## src/rtl/eth_parser_pkg.sv

```systemverilog
// Shared types and constants for the GMII receive frame parser.
package eth_parser_pkg;

  typedef enum logic [3:0] {
    ST_IDLE,
    ST_PREAMBLE,
    ST_SFD,
    ST_DST_MAC,
    ST_SRC_MAC,
    ST_TYPE,
    ST_VLAN_TCI,
    ST_PAYLOAD,
    ST_DROP
  } parser_state_e;

  localparam logic [7:0]  PREAMBLE_BYTE = 8'h55;
  localparam logic [7:0]  SFD_BYTE      = 8'hD5;
  localparam logic [15:0] VLAN_TPID     = 16'h8100;

  localparam int MAC_BYTES  = 6;
  localparam int TYPE_BYTES = 2;

  // True when a byte cannot be part of the preamble.
  function automatic logic preamble_error(input logic [7:0] b);
    return b != PREAMBLE_BYTE;
  endfunction

  // True when a byte is not the start-of-frame delimiter.
  function automatic logic sfd_error(input logic [7:0] b);
    return b != SFD_BYTE;
  endfunction

endpackage

```

## src/rtl/eth_payload_skid.sv

```systemverilog
// One-byte holding register between the parser and the payload port.
// The byte is held for one cycle so that the end of the frame (rx_valid
// falling) is known before the byte leaves, which is what lets the final
// byte carry payload_last.
module eth_payload_skid (
  input  logic       clk,
  input  logic       rst_n,
  input  logic       in_valid,
  input  logic [7:0] in_data,
  input  logic       in_end,
  output logic       out_valid,
  output logic [7:0] out_data,
  output logic       out_last
);

  logic       hold_vld;
  logic [7:0] hold_data;

  // Capture stage: remember the byte accepted this cycle.
  always_ff @(posedge clk or negedge rst_n) begin
    if (!rst_n) begin
      hold_vld  <= 1'b0;
      hold_data <= '0;
    end else begin
      hold_vld <= in_valid;
      if (in_valid) hold_data <= in_data;
    end
  end

  // Output stage: release the held byte, tagged last when the frame ended cleanly.
  always_ff @(posedge clk or negedge rst_n) begin
    if (!rst_n) begin
      out_valid <= 1'b0;
      out_data  <= '0;
      out_last  <= 1'b0;
    end else begin
      out_valid <= hold_vld;
      out_data  <= hold_vld ? hold_data : '0;
      out_last  <= hold_vld & in_end;
    end
  end

endmodule

```

## src/rtl/eth_frame_parser.sv

```systemverilog
// Byte-serial GMII receive parser: walks preamble/SFD/MACs/VLAN tags/EtherType,
// latches header fields, streams payload+FCS and reports per-frame status.
//
// Stream semantics: rx_valid/rx_data and payload_valid/payload_data are
// valid-only streams with no back-pressure; a byte is transferred on every
// rising clk edge where its valid is high, and the receiver must always accept.
module eth_frame_parser
  import eth_parser_pkg::*;
#(
  parameter int PREAMBLE_LEN  = 7,
  parameter int MAX_VLAN_TAGS = 2,
  parameter int MIN_FRAME_LEN = 64,
  parameter int MAX_FRAME_LEN = 1518,
  parameter int LEN_W         = $clog2(MAX_FRAME_LEN + 4*MAX_VLAN_TAGS + 2)
) (
  input  logic                 clk,
  input  logic                 rst_n,
  input  logic                 rx_valid,
  input  logic [7:0]           rx_data,
  output logic [47:0]          dst_mac,
  output logic [47:0]          src_mac,
  output logic [15:0]          ether_type,
  output logic [1:0]           vlan_cnt,
  output logic [16*((MAX_VLAN_TAGS > 0) ? MAX_VLAN_TAGS : 1)-1:0] vlan_tci,
  output logic                 hdr_valid,
  output logic                 payload_valid,
  output logic [7:0]           payload_data,
  output logic                 payload_last,
  output logic                 frame_done,
  output logic [LEN_W-1:0]     frame_len,
  output logic                 err_preamble,
  output logic                 err_sfd,
  output logic                 err_incomplete,
  output logic                 err_runt,
  output logic                 err_giant,
  output parser_state_e        dbg_state
);

  localparam int         TCI_SLOTS = (MAX_VLAN_TAGS > 0) ? MAX_VLAN_TAGS : 1;
  localparam logic [1:0] TAG_LIMIT = 2'(MAX_VLAN_TAGS);
  localparam logic [7:0] PRE_LAST  = 8'(PREAMBLE_LEN - 1);
  localparam logic [7:0] MAC_LAST  = 8'(MAC_BYTES - 1);
  localparam logic [7:0] TYPE_LAST = 8'(TYPE_BYTES - 1);

  parser_state_e state;
  logic [7:0]    cnt;
  logic [1:0]    tag_cnt;
  logic [7:0]    hi_byte;
  logic          rx_valid_q;
  logic          flag_pre;
  logic          flag_sfd;
  logic          flag_giant;

  logic [LEN_W-1:0] len_inc;
  logic [LEN_W:0]   len_limit;
  logic             over_limit;
  logic             fwd_valid;
  logic             fwd_end;
  logic             in_header;

  assign dbg_state = state;

  // Length arithmetic and payload forwarding decisions for the current byte.
  always_comb begin
    len_inc    = (frame_len == '1) ? frame_len : frame_len + LEN_W'(1);
    len_limit  = (LEN_W+1)'(MAX_FRAME_LEN) + ((LEN_W+1)'(tag_cnt) << 2);
    over_limit = {1'b0, len_inc} > len_limit;
    fwd_valid  = (state == ST_PAYLOAD) && rx_valid && !over_limit;
    fwd_end    = (state == ST_PAYLOAD) && !rx_valid;
    in_header  = state inside {ST_PREAMBLE, ST_SFD, ST_DST_MAC, ST_SRC_MAC,
                               ST_TYPE, ST_VLAN_TCI};
  end

  // Parser FSM with header field registers and end-of-frame status.
  // rx_valid_q resets high so that a reset in the middle of an active
  // rx_valid burst makes the tail of that burst go to DROP instead of
  // being mistaken for a new frame.
  always_ff @(posedge clk or negedge rst_n) begin
    if (!rst_n) begin
      state          <= ST_IDLE;
      cnt            <= '0;
      tag_cnt        <= '0;
      hi_byte        <= '0;
      rx_valid_q     <= 1'b1;
      flag_pre       <= 1'b0;
      flag_sfd       <= 1'b0;
      flag_giant     <= 1'b0;
      dst_mac        <= '0;
      src_mac        <= '0;
      ether_type     <= '0;
      vlan_cnt       <= '0;
      vlan_tci       <= '0;
      hdr_valid      <= 1'b0;
      frame_done     <= 1'b0;
      frame_len      <= '0;
      err_preamble   <= 1'b0;
      err_sfd        <= 1'b0;
      err_incomplete <= 1'b0;
      err_runt       <= 1'b0;
      err_giant      <= 1'b0;
    end else begin
      rx_valid_q     <= rx_valid;
      hdr_valid      <= 1'b0;
      frame_done     <= 1'b0;
      err_preamble   <= 1'b0;
      err_sfd        <= 1'b0;
      err_incomplete <= 1'b0;
      err_runt       <= 1'b0;
      err_giant      <= 1'b0;

      if (!rx_valid) begin
        if (state != ST_IDLE) begin
          frame_done     <= 1'b1;
          err_preamble   <= flag_pre;
          err_sfd        <= flag_sfd;
          err_giant      <= flag_giant;
          err_incomplete <= in_header;
          err_runt       <= (state == ST_PAYLOAD) &&
                            (frame_len < LEN_W'(MIN_FRAME_LEN));
          flag_pre       <= 1'b0;
          flag_sfd       <= 1'b0;
          flag_giant     <= 1'b0;
          state          <= ST_IDLE;
        end
      end else begin
        case (state)
          ST_IDLE: begin
            frame_len <= '0;
            tag_cnt   <= '0;
            cnt       <= 8'd1;
            if (rx_valid_q || preamble_error(rx_data)) begin
              flag_pre <= 1'b1;
              state    <= ST_DROP;
            end else if (PREAMBLE_LEN <= 1) begin
              state <= ST_SFD;
            end else begin
              state <= ST_PREAMBLE;
            end
          end
          ST_PREAMBLE: begin
            if (preamble_error(rx_data)) begin
              flag_pre <= 1'b1;
              state    <= ST_DROP;
            end else if (cnt == PRE_LAST) begin
              state <= ST_SFD;
            end else begin
              cnt <= cnt + 8'd1;
            end
          end
          ST_SFD: begin
            cnt <= '0;
            if (sfd_error(rx_data)) begin
              flag_sfd <= 1'b1;
              state    <= ST_DROP;
            end else begin
              frame_len <= '0;
              state     <= ST_DST_MAC;
            end
          end
          ST_DST_MAC: begin
            frame_len <= len_inc;
            dst_mac   <= {dst_mac[39:0], rx_data};
            if (cnt == MAC_LAST) begin
              cnt   <= '0;
              state <= ST_SRC_MAC;
            end else begin
              cnt <= cnt + 8'd1;
            end
          end
          ST_SRC_MAC: begin
            frame_len <= len_inc;
            src_mac   <= {src_mac[39:0], rx_data};
            if (cnt == MAC_LAST) begin
              cnt   <= '0;
              state <= ST_TYPE;
            end else begin
              cnt <= cnt + 8'd1;
            end
          end
          ST_TYPE: begin
            frame_len <= len_inc;
            if (cnt != TYPE_LAST) begin
              hi_byte <= rx_data;
              cnt     <= cnt + 8'd1;
            end else begin
              cnt <= '0;
              if ({hi_byte, rx_data} == VLAN_TPID && tag_cnt < TAG_LIMIT) begin
                state <= ST_VLAN_TCI;
              end else begin
                ether_type <= {hi_byte, rx_data};
                vlan_cnt   <= tag_cnt;
                hdr_valid  <= 1'b1;
                state      <= ST_PAYLOAD;
              end
            end
          end
          ST_VLAN_TCI: begin
            frame_len <= len_inc;
            if (cnt == 8'd0) begin
              hi_byte <= rx_data;
              cnt     <= 8'd1;
            end else begin
              for (int i = 0; i < TCI_SLOTS; i++) begin
                if (tag_cnt == 2'(i)) vlan_tci[16*i +: 16] <= {hi_byte, rx_data};
              end
              tag_cnt <= tag_cnt + 2'd1;
              cnt     <= '0;
              state   <= ST_TYPE;
            end
          end
          ST_PAYLOAD: begin
            frame_len <= len_inc;
            if (over_limit) begin
              flag_giant <= 1'b1;
              state      <= ST_DROP;
            end
          end
          ST_DROP: begin
            state <= ST_DROP;
          end
          default: begin
            state <= ST_IDLE;
          end
        endcase
      end
    end
  end

  eth_payload_skid u_skid (
    .clk       (clk),
    .rst_n     (rst_n),
    .in_valid  (fwd_valid),
    .in_data   (rx_data),
    .in_end    (fwd_end),
    .out_valid (payload_valid),
    .out_data  (payload_data),
    .out_last  (payload_last)
  );

endmodule

```

## config.mk

```make
export PLATFORM = sky130hd
export DESIGN_NAME = eth_frame_parser
export DESIGN_NICKNAME = d
export VERILOG_FILES = /design/src/rtl/eth_parser_pkg.sv /design/src/rtl/eth_payload_skid.sv /design/src/rtl/eth_frame_parser.sv
export SDC_FILE = /design/constraint.sdc
export NUM_CORES = 1
export LEC_CHECK = 0
export BUFFER_PORTS_ARGS = -buffer_cell sky130_fd_sc_hd__buf_4
export CAP_MARGIN = 20
export CORE_ASPECT_RATIO = 1.1
export CORE_MARGIN = 4
export CORE_UTILIZATION = 49
export CTS_CLUSTER_DIAMETER = 120
export DETAILED_ROUTE_END_ITERATION = 12
export GPL_ROUTABILITY_DRIVEN = 0
export GPL_TIMING_DRIVEN = 1
export PLACE_DENSITY = 0.84
export SYNTH_ARGS = -nofsm -noshare
export SYNTH_HDL_FRONTEND = slang
export SYNTH_SLANG_ARGS = --single-unit
```

## constraint.sdc

```tcl
create_clock -name clk -period 3.1 [get_ports clk]
set_input_delay 0.155 -clock clk [delete_from_list [all_inputs] [get_ports clk]]
set_output_delay 0.155 -clock clk [all_outputs]
set_load 0.05 [all_outputs]
```

# After elaboration in Yosys (flattened, before gate mapping)
# Index checks and enable logic that the tools add are counted.
[word_totals] reg_bits=209 input_bits=11 output_inout_bits=178 wordCells=161
[classes] add_sub_neg=4 magnitude_cmp=3 n_eq_ne=35 mux=55 bitwise_logic=4 reduce_logical=33
[ops] cell="two-way mux 8 bit" n=7
[ops] cell="one-hot mux 8 bit (6 select lines)" n=1
[ops] cell="two-way mux 4 bit" n=11
[ops] cell="one-hot mux 4 bit (9 select lines)" n=1
[ops] cell="one-hot mux 11 bit (3 select lines)" n=1
[ops] cell="two-way mux 1 bit" n=28
[ops] cell="AND reduction 4 bit" n=6
[ops] cell="two-way mux 11 bit" n=2
[ops] cell="equality test 16 bit (second input constant)" n=1
[ops] cell="equality test 4 x 3 -> 1 bit (second input constant)" n=4
[ops] cell="equality test 8 x 3 -> 1 bit (second input constant)" n=2
[ops] cell="one-hot mux 8 bit (2 select lines)" n=1
[ops] cell="adder 11 x 4 -> 12 bit (first input constant)" n=1
[ops] cell="greater-than comparator 11 x 12 -> 1 bit" n=1
[ops] cell="!= test 2 x 1 -> 1 bit (second input constant)" n=6
[ops] cell="!= test 3 bit (second input constant)" n=4
[ops] cell="AND reduction 3 bit" n=4
[ops] cell="nonzero test 6 bit" n=2
[ops] cell="adder 11 x 1 -> 11 bit (second input constant)" n=1
[ops] cell="equality test 11 bit (second input constant)" n=1
[ops] cell="< comparator 11 x 7 -> 1 bit (second input constant)" n=1
[ops] cell="!= test 3 x 2 -> 1 bit (second input constant)" n=3
[ops] cell="adder 8 x 1 -> 8 bit (second input constant)" n=1
[ops] cell="equality test 4 x 2 -> 1 bit (second input constant)" n=2
[ops] cell="other kinds (29)" n=42

# Longest topological paths before layout
[logic_depth] word_depth=6 depth_mapped=12

# By module
# From an unflattened synthesis, not the netlist that was laid out.
[hier_totals] hier_cells=643 area_unflattened_um2=8874.8
[by_module_without_submodules] module="eth_frame_parser" n_inst=1 cells_each=606 area_per_inst_um2=8211.6
[by_module_without_submodules] module="eth_payload_skid" n_inst=1 cells_each=37 area_per_inst_um2=663.1

# Worst setup path after synthesis
# No wires, ideal clock.
[synth_path] path_type="reg2reg" from="reg frame_len[0]" to="reg u_skid.hold_data[3]" arrival_ns=3.215 required_ns=2.975 slack_ns=-0.240 stages_incl_launch_ff=13 path_cell_list="dfrtp_1 -> ha_1 -> and4_4 -> and3_4 -> nor3b_1 -> xor2_1 -> ha_1 -> nand4_1 -> mux2_4 -> mux2i_1 -> a31o_2 -> buf_6 -> mux2_4"
[synth_between] elab_chain_cells=5 word_cells_on_any_way=6 classes_between="add/sub (1); order compare (1); eq/ne (1); mux (1); reduce/logical (2)"
[synth_rtl] item="from (decl)" line_no="eth_frame_parser.sv:30" text="output logic [LEN_W-1:0] frame_len,"
[synth_rtl] item="from (signal assigned)" line_no="eth_frame_parser.sv:161" text="frame_len <= len_inc;"
[synth_rtl] item="from (signal assigned)" line_no="eth_frame_parser.sv:171" text="frame_len <= len_inc;"
[synth_rtl] item="from (signal assigned)" line_no="eth_frame_parser.sv:181" text="frame_len <= len_inc;"
[synth_rtl] item="adder 11 x 1 -> 11 bit or equality test 11 bit (tied branches)" line_no="eth_frame_parser.sv:65" text="len_inc = (frame_len == '1) ? frame_len : frame_len + LEN_W'(1);"
[synth_rtl] item="two-way mux 11 bit (*)" line_no="eth_frame_parser.sv:65"
[synth_rtl] item="greater-than comparator 11 x 12 -> 1 bit (*)" line_no="eth_frame_parser.sv:67" text="over_limit = {1'b0, len_inc} > len_limit;"
[synth_rtl] item="zero test 1 bit (*)" line_no="eth_frame_parser.sv:68" text="fwd_valid = (state == ST_PAYLOAD) && rx_valid && !over_limit;"
[synth_rtl] item="logical AND 1 bit (*)" line_no="eth_frame_parser.sv:68"
[synth_rtl] item="to (signal assigned)" line_no="eth_payload_skid.sv:26" text="if (in_valid) hold_data <= in_data;"
[synth_rtl] item="to (decl)" line_no="eth_payload_skid.sv:17" text="logic [7:0] hold_data;"
# Every way passes the cells marked *; elsewhere a longest branch is shown, timed or not.
# A chain may end at the register's enable or synchronous reset.

# Final worst setup path
[layout_path] from="reg frame_len[0]" to="reg u_skid.hold_data[1]"
# The elaborated chain is that of the path after synthesis.

==> out/summary.txt <==
syn_nets - 681
layout cells sized above 1 - 49.04%
DR WL/cell - 18.86 um
clock skew - 0.01121 ns
Ports - 189
status - complete, no violations
H-tree Lvls - 1
CTS tree - yes
sequential power share - 48.5%
die area - 20,250 um^2
Sw Pwr - 1200 uW
setup violators final - 0
Layout area overhead - 30.20%
MaxCap Viol Count - 0
Worst path max stage delay - 0.42 ns
synthesized area per cell - 13.39 um^2
worst-case vdd ir drop - 0.3899 mV
Rel. slew slack - 42.52%
Critical Path AT - 3.36 ns
DIE HEIGHT - 148.9 um
Worst-Margin Slew - 0.8564 ns
Clock Sinks - 209
Fmax achieved - 0.3348 GHz
initial antenna violation count - 0
Synth top area share - 58.89%
Crit Path Max Fanout - 5
Area contributors post-synth - dfrtp_1 59%, mux2_2 19%, nand2_1 1.8%
Tcrit/Tclk final - 96.36%
Synth Cell Area - 8838 um^2
#FFs+latches synth - 209
endpoints failing hold - 0
post-layout min period - 2.987 ns
Fill cells - 1,306
first-pass GRT wire length - 33.17 mm
multi-input logic area - 3500 um^2
Routed Antenna Nets - 0
Iteration-0 DRC Markers - 472
critical path class - flip-flop to flip-flop
Clk pin slew, worst setup/hold paths - 0.06 ns
PnR worst setup slack - 0.1128 ns
most frequent cells in the layout - 210 x buf_4, 205 x dfrtp_1, 151 x mux2_2
CP max-delay cell - dfrtp_2
Post-Route WL - 21.18 mm
CTS buffer count - 22
DRC - 0
root buf cell - clkbuf_16
Worst-Skew Late Latency - 0.50 ns
input/output buffers - 188
number of synthesized flops with an enable pin - 0
initial core utilization - 49.82%
vias after detailed routing - 6,106
Top delay family on crit path - multiplexers
HP Class - input pin to flip-flop
Synth area leader - dfrtp_1
Worst setup SP type - flip-flop
vias in the first global route - 6,201
final slew viol count - 0
Final HPWL DP - 14.46 mm
Pleak - 0.005978 uW
worst-path cell chain - ha_4 -> and4_4 -> and3_4 -> nor3b_2 -> xor2_1 -> ha_1 -> nand4_1 -> mux2_4 -> mux2i_4 -> a31o_4 -> mux2_2
utilization after layout - 64.87%
largest net degree at the start of global routing - 109
All-Layer GR Usage - 20.35%
Placeable Area - 17,740 um^2
Nets - 893
post-place setup slack - -0.09976 ns
yosys warns - 0
FF+latch area - 5235 um^2
CP Buf/Inv Count - 0
CTS Buffer Depth - 3
Tot Pwr - 5695 uW
total gr overflow - 0
Cell Rows - 51
number of diodes - 0
unique cell type count in the Yosys netlist - 71
Combinational Power Share - 3.9%
CP endpoint kind - flip-flop
commonest non-fill, non-tap cell in the layout - buf_4
setup_tns - 0 ns
asr flop ratio synth - 100.0%
power per standard cell area - 494.9 nW/um^2
Int Power - 4495 uW
part of the Yosys area used for sequential elements - 59.19%
via density per instance - 5.437
Hold Slack - 0.02070 ns
Post-Syn Instances - 660
CP Data Required Time - 3.47 ns
top_reg_cell synth - dfrtp_1
Clk pwr share - 47.6%
chip width - 136.1 um
Pre-antenna DRT Iters - 4
RSZ-0062 raised after global routing - no
switching fraction of total power - 21.08%
[worst paths after layout]
| kind | depth (start not counted) | slack (ns) | to | start |
|---|---|---|---|---|
| setup / recovery | 11 | 0.11 | u_skid.hold_data[1] | frame_len[0] |
| hold / removal | 2 | 0.02 | src_mac[3] | rx_data[3] |
| setup reg to reg | 11 | 0.11 | u_skid.hold_data[1] | frame_len[0] |
| hold reg to reg | 2 | 0.47 | ether_type[0] | ether_type[0] |
| max in group asynchronous | 3 | 1.95 | rx_valid_q | rst_n |
| min in group asynchronous | 2 | 0.34 | dst_mac[10] | rst_n |
[synthesized netlist by cell type, drive strengths merged (5+ instances only)]
library cell and instances:
nor4 6, nand4 6, inv 9, nor3 7, o211ai 7, nor2 21, o2bb2ai 6, and3 8
o21ai 18, dfrtp 208, buf 11, mux2i 5, nand3 16, mux2 159, nand2 43, and2 15
clkbuf 21, nand2b 9, ha 10, a21oi 9, nor2b 8
[metal layers]
layer,GRT usage (%),routed length (um),up-vias
met5,0,0,-
met4,5.948,476,0
met3,3.880,1305,43
met2,35.58,10910,213
met1,25.74,8489,3043
li1,-,-,2807
[cell families after synthesis]
family / count (synthesis) / synth area share [%]
AOI/OAI and AO/OA: 72 / 5.804
xor gates and xnor gates: 4 / 0.3964
adders and majority gates: 10 / 1.416
buffers and inverters: 41 / 2.010
DFF: 209 / 59.19
muxes: 164 / 21.08
and+or+nand+nor: 160 / 10.11
[worst reg2reg max path, cell delays in order, from the launching register on]
cell	delay [ns]
dfrtp_2	0.42
ha_4	0.16
and4_4	0.15
and3_4	0.20
nor3b_2	0.23
xor2_1	0.24
ha_1	0.31
nand4_1	0.12
mux2_4	0.17
mux2i_4	0.30
a31o_4	0.24
mux2_2	0.34
[registers in the layout (all words and copies together), names as in the netlist, 2 cells and up]
| name | count |
|---|---|
| dst_mac | 48 |
| u_skid.out_data | 8 |
| dbg_state | 4 |
| vlan_cnt | 2 |
| frame_len | 11 |
| tag_cnt | 2 |
| cnt | 8 |
| vlan_tci | 32 |
| hi_byte | 8 |
| ether_type | 16 |
| u_skid.hold_data | 8 |
| src_mac | 48 |
[timing repair]
action,in CTS,in global routing
setup buffers,1,0
pin swaps,1,3
endpoints found under the hold margin,114,0
gates resized for setup,1,5
hold buffers,6,0
setup endpoints to repair,8,11
cloned,0,1
[power groups by stage]
stage	Clock (uW)	Combinational, uW	Sequential (uW)
after detailed placement	0	219	2810
final	2710	223	2760
after floorplan	0	42.1	2860
after global routing	2890	240	2760
after CTS	2770	227	2760
after global placement	0	217	2810
[cell type report]
| type | instances | share of cell area, % |
|---|---|---|
| flip-flops and latches | 209 | 45.49 |
| multi-input cells | 411 | 30.41 |
| inverters | 9 | 0.2936 |
| well taps | 238 | 2.588 |
| clock inverters | 7 | 1.305 |
| clock buffers | 30 | 5.219 |
| repair buffers | 219 | 14.69 |
[stage by stage]
stage,instances,area (um^2)
2_1_floorplan,660,8855
6_report,1123,11510
3_3_place_gp,1078,10640
4_1_cts,1122,11470
3_5_place_dp,1078,10640
5_1_grt,1123,11510
No activity file was read; power rests on OpenSTA's default activity.
